[src/rtl/serial_adder.sv]
// Digit-serial adder/subtractor: DIGIT bits per clock through one carry register.
// Valid/ready on both sides; result held in DONE until the consumer accepts it.
module serial_adder #(
    parameter int WIDTH = 8,
    parameter int DIGIT = 1
) (
    input  logic             clk,
    input  logic             rst_n,
    input  logic             in_valid,
    output logic             in_ready,
    input  logic [WIDTH-1:0] a,
    input  logic [WIDTH-1:0] b,
    input  logic             cin,
    input  logic             sub,
    output logic             out_valid,
    input  logic             out_ready,
    output logic [WIDTH-1:0] sum,
    output logic             cout,
    output logic             overflow
);

    localparam int K  = WIDTH / DIGIT;
    localparam int CW = (K > 1) ? $clog2(K) : 1;
    localparam int BW = $clog2(WIDTH);
    localparam logic [CW-1:0] LAST = CW'(K - 1);

    if (WIDTH < 2 || DIGIT < 1 || (WIDTH % DIGIT) != 0) begin : g_bad_params
        $error("serial_adder: WIDTH >= 2 and DIGIT dividing WIDTH required");
    end

    typedef enum logic [1:0] {
        IDLE,
        RUN,
        DONE
    } state_t;

    state_t           r_state;
    state_t           w_next;
    logic [WIDTH-1:0] r_a;
    logic [WIDTH-1:0] r_b;
    logic [WIDTH-1:0] r_sum;
    logic             r_carry;
    logic             r_cout;
    logic             r_ovf;
    logic [CW-1:0]    r_cnt;

    logic [BW-1:0]    w_base;
    logic [DIGIT-1:0] w_ad;
    logic [DIGIT-1:0] w_bd;
    logic [DIGIT-1:0] w_ds;
    logic             w_dc;
    logic             w_cmsb;
    logic             w_last;

    assign w_base = BW'(r_cnt) * BW'(DIGIT);
    assign w_ad   = r_a[w_base +: DIGIT];
    assign w_bd   = r_b[w_base +: DIGIT];
    assign w_last = (r_cnt == LAST);

    assign {w_dc, w_ds} = {1'b0, w_ad} + {1'b0, w_bd}
                        + {{DIGIT{1'b0}}, r_carry};
    // Carry into the digit's top bit; on the last digit this is bit WIDTH-1.
    assign w_cmsb = w_ad[DIGIT-1] ^ w_bd[DIGIT-1] ^ w_ds[DIGIT-1];

    assign in_ready  = (r_state == IDLE);
    assign out_valid = (r_state == DONE);
    assign sum       = r_sum;
    assign cout      = r_cout;
    assign overflow  = r_ovf;

    always_comb begin
        w_next = r_state;
        case (r_state)
            IDLE:    if (in_valid)  w_next = RUN;
            RUN:     if (w_last)    w_next = DONE;
            DONE:    if (out_ready) w_next = IDLE;
            default: w_next = IDLE;
        endcase
    end

    always_ff @(posedge clk or negedge rst_n) begin
        if (!rst_n) begin
            r_state <= IDLE;
        end else begin
            r_state <= w_next;
        end
    end

    always_ff @(posedge clk or negedge rst_n) begin
        if (!rst_n) begin
            r_a     <= '0;
            r_b     <= '0;
            r_sum   <= '0;
            r_carry <= 1'b0;
            r_cout  <= 1'b0;
            r_ovf   <= 1'b0;
            r_cnt   <= '0;
        end else begin
            case (r_state)
                IDLE: begin
                    if (in_valid) begin
                        r_a     <= a;
                        r_b     <= sub ? ~b : b;
                        r_carry <= sub ? ~cin : cin;
                        r_cnt   <= '0;
                    end
                end
                RUN: begin
                    r_sum[w_base +: DIGIT] <= w_ds;
                    r_carry <= w_dc;
                    r_cout  <= w_dc;
                    r_ovf   <= w_cmsb ^ w_dc;
                    r_cnt   <= r_cnt + 1'b1;
                end
                default: ;
            endcase
        end
    end

endmodule
[config.mk]
export PLATFORM = sky130hd
export DESIGN_NAME = serial_adder
export DESIGN_NICKNAME = d
export VERILOG_FILES = /design/src/rtl/serial_adder.sv
export SDC_FILE = /design/constraint.sdc
export NUM_CORES = 1
export LEC_CHECK = 0
export CAP_MARGIN = 20
export CORE_UTILIZATION = 36
export DETAILED_ROUTE_END_ITERATION = 10
export GPL_ROUTABILITY_DRIVEN = 1
export PLACE_DENSITY = 0.68
export SLEW_MARGIN = 20
export SYNTH_ARGS = -nofsm -noshare
export SYNTH_HDL_FRONTEND = slang
export SYNTH_SLANG_ARGS = --single-unit
[constraint.sdc]
create_clock -name clk -period 4.2 [get_ports clk]
set_input_delay 0.84 -clock clk [delete_from_list [all_inputs] [get_ports clk]]
set_output_delay 0.84 -clock clk [all_outputs]
set_load 0.01 [all_outputs]
==> out/results.ini <==
[yosys]
synth_nets = 180
synth.distinct_cells = 25
synth_edf_count = 0
synth_area_per_cell_um2 = 10.4
yosysSeqAreaShare = 0.504
yosysTopAreaCellShare = 0.504
synthTopCellsByArea = dfrtp_1 50%, nand2_1 9.7%, xnor2_1 6.1%
synth_area_um2 = 1590
yosys_warnings = 0
async_reset_ff_frac = 1.00
ys_top_cells_by_count = 41 x nand2_1, 32 x dfrtp_1, 13 x o21ai_0
syn-instance-count = 152
synth_top_cell_by_area = dfrtp_1
yosysMostFrequentCell = nand2_1
ys_ff_latch = 32
synth_flop_cell = dfrtp_1

[clock_network]
clockBufferDepth = 2
htree_num_levels = 2
clk_pin_slew_ns = 0.06
clk_latency_ns = 0.28
cts_resized = 0
cts.sink_count = 32
postCtsHoldBufs = 0
cts_inserted_buffers = 5
postCtsSetupBuffers = 0
cts_tree = built
cts.root.buffer_cell = clkbuf_8

[status]
outcome = completed

[placement]
hpwl_um = 2250
place_ws_ns = 1.52
place_congestion = 0.791
numPortBuffers = 33
placed_cells = 230

[floorplan]
start_util = 0.386
die_area_um2 = 4680
dieWidth_um = 68.4
die_h_um = 68.4
pin_count = 34
placeableCoreArea_um2 = 4120
rows = 23

[pwr]
power_mw = 1.59
powerDensity_nw_per_um2 = 781
ir_worst_vdd_uv = 262
intPower_mw = 0.968
p_clk_frac = 0.130
p_sw_mw = 0.617
p_leak_nw = 0.897
p_comb_frac = 0.514
seqPwrFrac = 0.356
switching_share = 0.389

[global_route]
grt_pass1_vias = 1175
antenna_found_initial = 0
overflow = 0
use_met2 = 0.259
busiest_layer = met2
grtUsageMet1 = 0.167
grt.met3_usage = 0.0400
grt_max_degree = 33
grt.total_usage = 0.151
grt_pass1_wl_um = 4960

[sta]
worstMarginPinSlew_ns = 0.761
finalCriticalPeriod_ns = 2.68
drv_slew = 0
relSlewSlack = 0.491
period_share = 0.637
holdWs_ns = 0.466
setup_slack_ns = 1.52
fin_tns_setup_ns = 0
rsz0062_at_grt = false
setup_viol = 0
hold_viol = 0
fin_skew_ns = 0.00353
clock.fmax_ghz = 0.374

[worst_hold_path]
worstHoldPathType = flop to flop

[cells_and_area]
area.growth.synth_to_final_pct = 27.9
drive_gt1_frac = 0.0757
instances_no_fill = 235
nets = 215
num_antenna_cells = 0

[flow_run]
cap_violations = 0

[critical_path]
cp_max_fo = 13
cp_data_arrival_time_ns = 2.84
worst_setup_path_end_kind = flop
cp-start-kind = flop
crit_type = flop to flop
critPathRequiredTime_ns = 4.36

[drt]
drc_errors = 0
vias_per_cell = 4.93
vias = 1159
post_drt_wl_per_cell_um = 12.7
drt_iter0_markers = 35
drt_wl_total_um = 2980
dr.pass1.iters = 4
postRouteAntennaNets = 0

[worst max-delay path, stage by stage, from the launching register on]
cell and delay, ns:
dfrtp_1 0.65, mux4_1 0.62, mux2_2 0.32, fa_1 0.43
xnor2_1 0.15, xnor2_1 0.13, mux2_2 0.26
[flip-flops by register name, indices dropped and copies added (netlist names)]
name,cells
r_carry,1
r_state,2
overflow,1
r_b,8
r_cnt,3
r_a,8
sum,8
cout,1
[worst paths after layout]
check	start	end	slack, ns	cells after the start
worst min-delay path	r_a[2]	r_a[2]	0.47	2
max in group asynchronous	rst_n	r_b[7]	2.96	2
worst min register to register	r_a[2]	r_a[2]	0.47	2
worst max register to register	r_cnt[0]	overflow	1.52	6
worst max-delay path	r_cnt[0]	overflow	1.52	6
min in group asynchronous	rst_n	sum[2]	0.95	2
[cell type report]
| type | instances | area, um2 |
|---|---|---|
| Tap cell | 50 | 62.6 |
| Timing Repair Buffer | 34 | 338 |
| Fill cell | 380 | 2080 |
| Sequential cell | 32 | 801 |
| Multi-Input combinational cell | 109 | 742 |
| Clock buffer | 5 | 68.8 |
| Inverter | 5 | 18.8 |
[kinds of logic after synthesis]
group / Yosys count / synth area share
flip-flops: 32 / 0.504
adder cells (fa/ha/maj): 6 / 0.0520
buffers and inverters: 11 / 0.0284
multiplexers: 10 / 0.104
XOR/XNOR: 11 / 0.0607
AND/OR/NAND/NOR: 59 / 0.161
AO/OA/AOI/OAI: 23 / 0.0898
[through the flow]
stage / utilization / area, um2
floorplan: - / 1590
global placement: 0.477 / 1960
detailed placement: 0.477 / 1960
CTS: 0.493 / 2030
global route: 0.493 / 2030
finish: 0.493 / 2030
[power groups by stage]
stage | logic, mW | registers (mW) | clock network (mW)
floorplan | 0.591 | 0.548 | 0
global placement | 0.790 | 0.565 | 0
detailed placement | 0.825 | 0.571 | 0
CTS | 0.828 | 0.566 | 0.215
global route | 0.926 | 0.589 | 0.226
finish | 0.815 | 0.564 | 0.206
[routing by layer]
layer	vias to the layer above	share of wire
li1	589	-
met1	536	0.43
met2	27	0.50
met3	7	0.040
met4	0	0.025
met5	-	0
[placed cells by master, fill, tap and decap left out, types with 3 or more instances in the layout]
| cell type | instances |
|---|---|
| clkdlybuf4s50_1 | 33 |
| dfrtp_1 | 32 |
| inv_1 | 5 |
| xnor2_1 | 11 |
| ha_1 | 5 |
| o31ai_1 | 6 |
| o21ai_0 | 13 |
| nor3_1 | 4 |
| mux2_2 | 6 |
| clkbuf_8 | 5 |
| nand3_1 | 3 |
| nand2_1 | 41 |
(Power assumes the default switching activity.)
